## src/rtl/shift_pkg.sv

```systemverilog
// rtl/shift_pkg.sv - shared opcodes and FSM state encodings for the shift sequencer
package shift_pkg;

    localparam logic [1:0] OP_SLL = 2'b00;
    localparam logic [1:0] OP_SRL = 2'b01;
    localparam logic [1:0] OP_SRA = 2'b10;
    localparam logic [1:0] OP_RSV = 2'b11;

    typedef enum logic [1:0] {
        ST_IDLE  = 2'b00,
        ST_SHIFT = 2'b01,
        ST_DONE  = 2'b10
    } state_t;

endpackage

```

## src/rtl/shift_mux2.sv

```systemverilog
// rtl/shift_mux2.sv - vector 2:1 mux primitive
module shift_mux2 #(
    parameter int WIDTH = 32
) (
    input  logic [WIDTH-1:0] a,
    input  logic [WIDTH-1:0] b,
    input  logic             sel,
    output logic [WIDTH-1:0] y
);

    assign y = sel ? b : a;

endmodule

```

## src/rtl/shift_stage.sv

```systemverilog
// rtl/shift_stage.sv - combinational single 2^k shift stage with selectable fill
module shift_stage #(
    parameter int WIDTH   = 32,
    parameter int SHAMT_W = 5
) (
    input  logic [WIDTH-1:0]   value,
    input  logic [SHAMT_W-1:0] k,
    input  logic               enable,
    input  logic               dir,
    input  logic               fill,
    output logic [WIDTH-1:0]   shifted
);

    localparam logic [WIDTH-1:0] ONES = '1;

    logic [SHAMT_W-1:0] amt;
    logic [WIDTH-1:0]   shl;
    logic [WIDTH-1:0]   shr;
    logic [WIDTH-1:0]   moved;

    // Both directions are formed in parallel; fill bits are OR-ed into the vacated positions.
    always_comb begin
        amt = SHAMT_W'(1) << k;
        shl = (value << amt) | (fill ? ~(ONES << amt) : '0);
        shr = (value >> amt) | (fill ? ~(ONES >> amt) : '0);
    end

    // dir=1 selects the right shift.
    shift_mux2 #(.WIDTH(WIDTH)) u_dir_mux (
        .a   (shl),
        .b   (shr),
        .sel (dir),
        .y   (moved)
    );

    // A clear shamt bit passes the value through unchanged.
    shift_mux2 #(.WIDTH(WIDTH)) u_en_mux (
        .a   (value),
        .b   (moved),
        .sel (enable),
        .y   (shifted)
    );

endmodule

```

## src/rtl/shift_sequencer.sv

```systemverilog
// rtl/shift_sequencer.sv - multi-cycle SLL/SRL/SRA engine, one 2^k stage per cycle
module shift_sequencer
    import shift_pkg::*;
#(
    parameter int WIDTH   = 32,
    parameter int SHAMT_W = 5
) (
    input  logic               clock,
    input  logic               reset,
    input  logic               ctrl_shift,
    input  logic [1:0]         op,
    input  logic [WIDTH-1:0]   data_in,
    input  logic [SHAMT_W-1:0] shamt,
    output logic               busy,
    output logic               result_ready,
    output logic [WIDTH-1:0]   result,
    output logic               bad_op
);

    localparam logic [SHAMT_W-1:0] LAST_STAGE = SHAMT_W'(SHAMT_W - 1);

    state_t             state_q;
    state_t             state_d;
    logic [SHAMT_W-1:0] cnt_q;
    logic [SHAMT_W-1:0] shamt_q;
    logic [1:0]         op_q;
    logic               sign_q;
    logic [WIDTH-1:0]   work_q;
    logic [WIDTH-1:0]   result_q;

    logic               accept;
    logic               last_step;
    logic               stage_en;
    logic               stage_dir;
    logic               stage_fill;
    logic [WIDTH-1:0]   stage_out;

    assign accept    = (state_q == ST_IDLE) && ctrl_shift;
    assign last_step = (state_q == ST_SHIFT) && (cnt_q == LAST_STAGE);

    // Select the latched shamt bit for the current stage; reserved op never shifts.
    always_comb begin
        stage_en = 1'b0;
        for (int i = 0; i < SHAMT_W; i++) begin
            if (cnt_q == SHAMT_W'(i)) begin
                stage_en = shamt_q[i];
            end
        end
        if (op_q == OP_RSV) begin
            stage_en = 1'b0;
        end
        stage_dir  = (op_q != OP_SLL);
        // Latched sign, not the working MSB, so SLL/SRL always zero-fill.
        stage_fill = (op_q == OP_SRA) && sign_q;
    end

    shift_stage #(.WIDTH(WIDTH), .SHAMT_W(SHAMT_W)) u_stage (
        .value   (work_q),
        .k       (cnt_q),
        .enable  (stage_en),
        .dir     (stage_dir),
        .fill    (stage_fill),
        .shifted (stage_out)
    );

    // FSM state register.
    always_ff @(posedge clock) begin
        if (reset) begin
            state_q <= ST_IDLE;
        end else begin
            state_q <= state_d;
        end
    end

    // Next-state logic: IDLE -> SHIFT (SHAMT_W cycles) -> DONE -> IDLE.
    always_comb begin
        state_d = state_q;
        case (state_q)
            ST_IDLE:  if (accept) state_d = ST_SHIFT;
            ST_SHIFT: if (last_step) state_d = ST_DONE;
            ST_DONE:  state_d = ST_IDLE;
            default:  state_d = ST_IDLE;
        endcase
    end

    // Operand capture, stage walk and result update; the final stage writes result directly.
    always_ff @(posedge clock) begin
        if (reset) begin
            cnt_q    <= '0;
            shamt_q  <= '0;
            op_q     <= OP_SLL;
            sign_q   <= 1'b0;
            work_q   <= '0;
            result_q <= '0;
        end else begin
            if (accept) begin
                cnt_q   <= '0;
                shamt_q <= shamt;
                op_q    <= op;
                sign_q  <= data_in[WIDTH-1];
                work_q  <= data_in;
            end else if (state_q == ST_SHIFT) begin
                work_q <= stage_out;
                cnt_q  <= cnt_q + SHAMT_W'(1);
                if (last_step) begin
                    result_q <= stage_out;
                end
            end
        end
    end

    assign busy         = (state_q == ST_SHIFT);
    assign result_ready = (state_q == ST_DONE);
    assign bad_op       = (state_q == ST_DONE) && (op_q == OP_RSV);
    assign result       = result_q;

endmodule

```

## config.mk

```make
export PLATFORM = sky130hd
export DESIGN_NAME = shift_sequencer
export DESIGN_NICKNAME = d
export VERILOG_FILES = /design/src/rtl/shift_pkg.sv /design/src/rtl/shift_mux2.sv /design/src/rtl/shift_stage.sv /design/src/rtl/shift_sequencer.sv
export SDC_FILE = /design/constraint.sdc
export NUM_CORES = 1
export LEC_CHECK = 0
export CORE_MARGIN = 4
export CORE_UTILIZATION = 60
export DETAILED_ROUTE_END_ITERATION = 16
export DONT_BUFFER_PORTS = 1
export PLACE_DENSITY = 0.76
export SYNTH_ARGS = -nofsm -noshare
export SYNTH_HDL_FRONTEND = slang
export SYNTH_HIERARCHICAL = 1
export SYNTH_SLANG_ARGS = --single-unit
```

## constraint.sdc

```tcl
create_clock -name clock -period 3.7 [get_ports clock]
set_clock_uncertainty 0.1 [all_clocks]
set_input_delay 0.37 -clock clock [delete_from_list [all_inputs] [get_ports clock]]
set_output_delay 0.37 -clock clock [all_outputs]
set_load 0.005 [all_outputs]
```

==> out/results.txt <==
area of the core = 0.01156 sq mm
Startpoint Class = register
GPL Wtd Cong = 1.090
cts repair resizes = 0
Slowest cell on crit path = nor4_4
P&R area growth vs syn = 4.984%
Hold Buf Count CTS = 3
largest net degree at the start of global routing = 59
Total GRT Usage = 41.26%
Syn Nets = 957
post-synthesis xor/xnor area fraction = 0.1216%
NumNets Final = 919
maximum clock rate = 0.2937 GHz
post-DR vias/cell = 7.727
DP HPWL = 20.13 mm
Compound-Gate Fraction of Synth Area = 30.74%
latest clock arrival within the worst-skew pair = 360 ps
Post-synth ARST share = 0%
I/O pins = 77
pwr dens = 351.1 mW/mm^2
CTS Sinks = 79
IO Port Bufs = 0
worst-path fanout max = 15
clk buf depth = 2
area leader, netlist = dfxtp_1
status = complete, no violations
sequential share of the synthesized area = 21.95%
Clk pin slew, worst setup/hold paths = 70 ps
Fin. Hold Viols = 0
Synth Instances = 911
initial core utilization = 62.30%
via count = 7,905
period utilization = 92.02%
crit end category = register
Tot Pwr = 2.655 mW
clk root buf = clkbuf_16
largest family of logic cells by synthesized area = compound AO/OA/AOI/OAI gates
Tmin final = 3405 ps
worst hold-check path type = input port to register
CTS buffer count = 9
Avg Cell Area, Syn = 7.908 sq um
global-route wire length before repair = 44.84 mm
Fin Setup TNS = 0 ps
die area = 0.01383 sq mm
initial antenna violation count = 2
worst relative slew slack = 27.99%
wire length per cell = 29.27 um
unrepaired setup endpoints after global routing = no
Yosys top cell area share = 21.95%
worst path bufs/invs = 0
max-slew violation count = 0
chip height = 117.6 um
Netlist cell types = 79
# rows = 39
drc violations = 0
overall routed net length = 29.94 mm
Final Worst Setup Slack = 295.3 ps
Synth Area in Simple Gates = 19.26%
hold slack = 5.994 ps
most frequent CP cell = mux2_4
number of global-route vias before repair = 7,372
post-synthesis mux area share = 18.34%
P_leak = 2.777 nW
Mapped Area = 0.007204 sq mm
drt pass-1 iters = 6
CP required = 3840 ps
fraction of layout cells with a size suffix above 1 = 19.02%
worst path cell trace = nor4_4 -> mux2_2 -> a221oi_1 -> o21ai_0 -> mux2_4 -> mux2_4 -> a22oi_1 -> a21oi_1
YS warnings = 6
most common cell in the netlist = a21oi_1
die width = 117.6 um
Post-Place Worst Slack = 442.0 ps
# Max-Cap Violations = 0
CTS tree = built
CP top delay family = multiplexers
EDFF count, synth = 0
flops & latches, synth = 79
final setup fails = 0
1st-iter DRT viols = 1,545
buffer count from post-CTS setup fixing = 0
htree depth = 3
Crit path largest cell delay = 940 ps
Antenna Nets Post-Route = 0
Post-synth top cells = a21oi_1 (115), nand2_1 (105), dfxtp_1 (79)
Synth area leaders = dfxtp_1 (22%), mux2_4 (13%), a21oi_1 (8.0%), nand2_1 (5.5%), o21ai_0 (4.7%)
critical path type = register to register
Worst EP arrival = 3550 ps
Tightest Pin Transition = 1072 ps
Synth Flop Type = dfxtp_1
GRT Residual Overflow = 0
worst vdd ir = 530.4 uV
adder-cell share of the synthesized area = 0.6947%
[layout by cell type, fill, tap and decap left out, types with 11 or more instances in the layout]
master	instances
a22oi_1	35
buf_4	44
mux2_4	60
o211ai_1	22
dfxtp_1	78
nand2b_1	21
nand2_1	105
mux2i_1	15
nand3_1	49
nor2_1	36
a221oi_1	12
o21ai_0	66
nor3_1	11
a21oi_1	115
o22ai_1	18
mux2_2	18
[power breakdown]
group          leakage (nW)  switching (mW)  internal (mW)  total (mW)
Combinational          1.97           0.356          0.285       0.641
Sequential            0.644          0.0941          0.882       0.976
Clock                 0.163           0.400          0.639        1.04
[routing by layer]
metal	vias to the layer above	part of all wire (%)	global-route usage, %
li1	3327	-	-
met1	3697	36	51.35
met2	705	44	63.08
met3	176	14	12.83
met4	0	6.6	23.59
met5	-	0	0
[final cells by class]
cell class,count,area [sq um]
antenna,2,5.005
clock buffer,11,254.0
clock inverter,5,87.58
fill,990,4001
inverter,10,37.54
multi-input combinational,725,5017
sequential,79,1585
tap,143,178.9
timing repair buffer,48,397.9
[cell families after synthesis]
| kind of cell | Yosys count |
|---|---|
| XOR/XNOR | 1 |
| flip-flops | 79 |
| buffers and inverters | 107 |
| AND/OR/NAND/NOR | 278 |
| AO/OA/AOI/OAI | 346 |
| multiplexers | 96 |
| adder cells (fa/ha/maj) | 4 |
[state kept, by name, summed over array words and instances, names as in the netlist]
name     count
op_q         2
work_q      32
cnt_q        5
shamt_q      5
state_q      2
sign_q       1
result      32
[per-stage QoR]
step | std cells | cell area [sq um] | utilization (%)
finish | 1023 | 7564 | 65.40
global route | 1023 | 7564 | 65.40
CTS | 1021 | 7559 | 65.36
detailed placement | 1002 | 7169 | 61.99
global placement | 1002 | 7169 | 61.99
floorplan | 911 | 7204 | -
[final timing paths]
kind | slack (ps) | endpoint | cells after the start | from
worst max-delay path | 300 | work_q[18]$_SDFFE_PP0P_ | 8 | cnt_q[2]$_SDFFE_PP0P_
worst max register to register | 300 | work_q[18]$_SDFFE_PP0P_ | 8 | cnt_q[2]$_SDFFE_PP0P_
worst min-delay path | 6 | state_q[1]$_SDFFE_PP0P_ | 1 | reset
worst min register to register | 360 | shamt_q[2]$_SDFFE_PP0P_ | 2 | shamt_q[2]$_SDFFE_PP0P_
No activity file was read; power rests on OpenSTA's default activity.
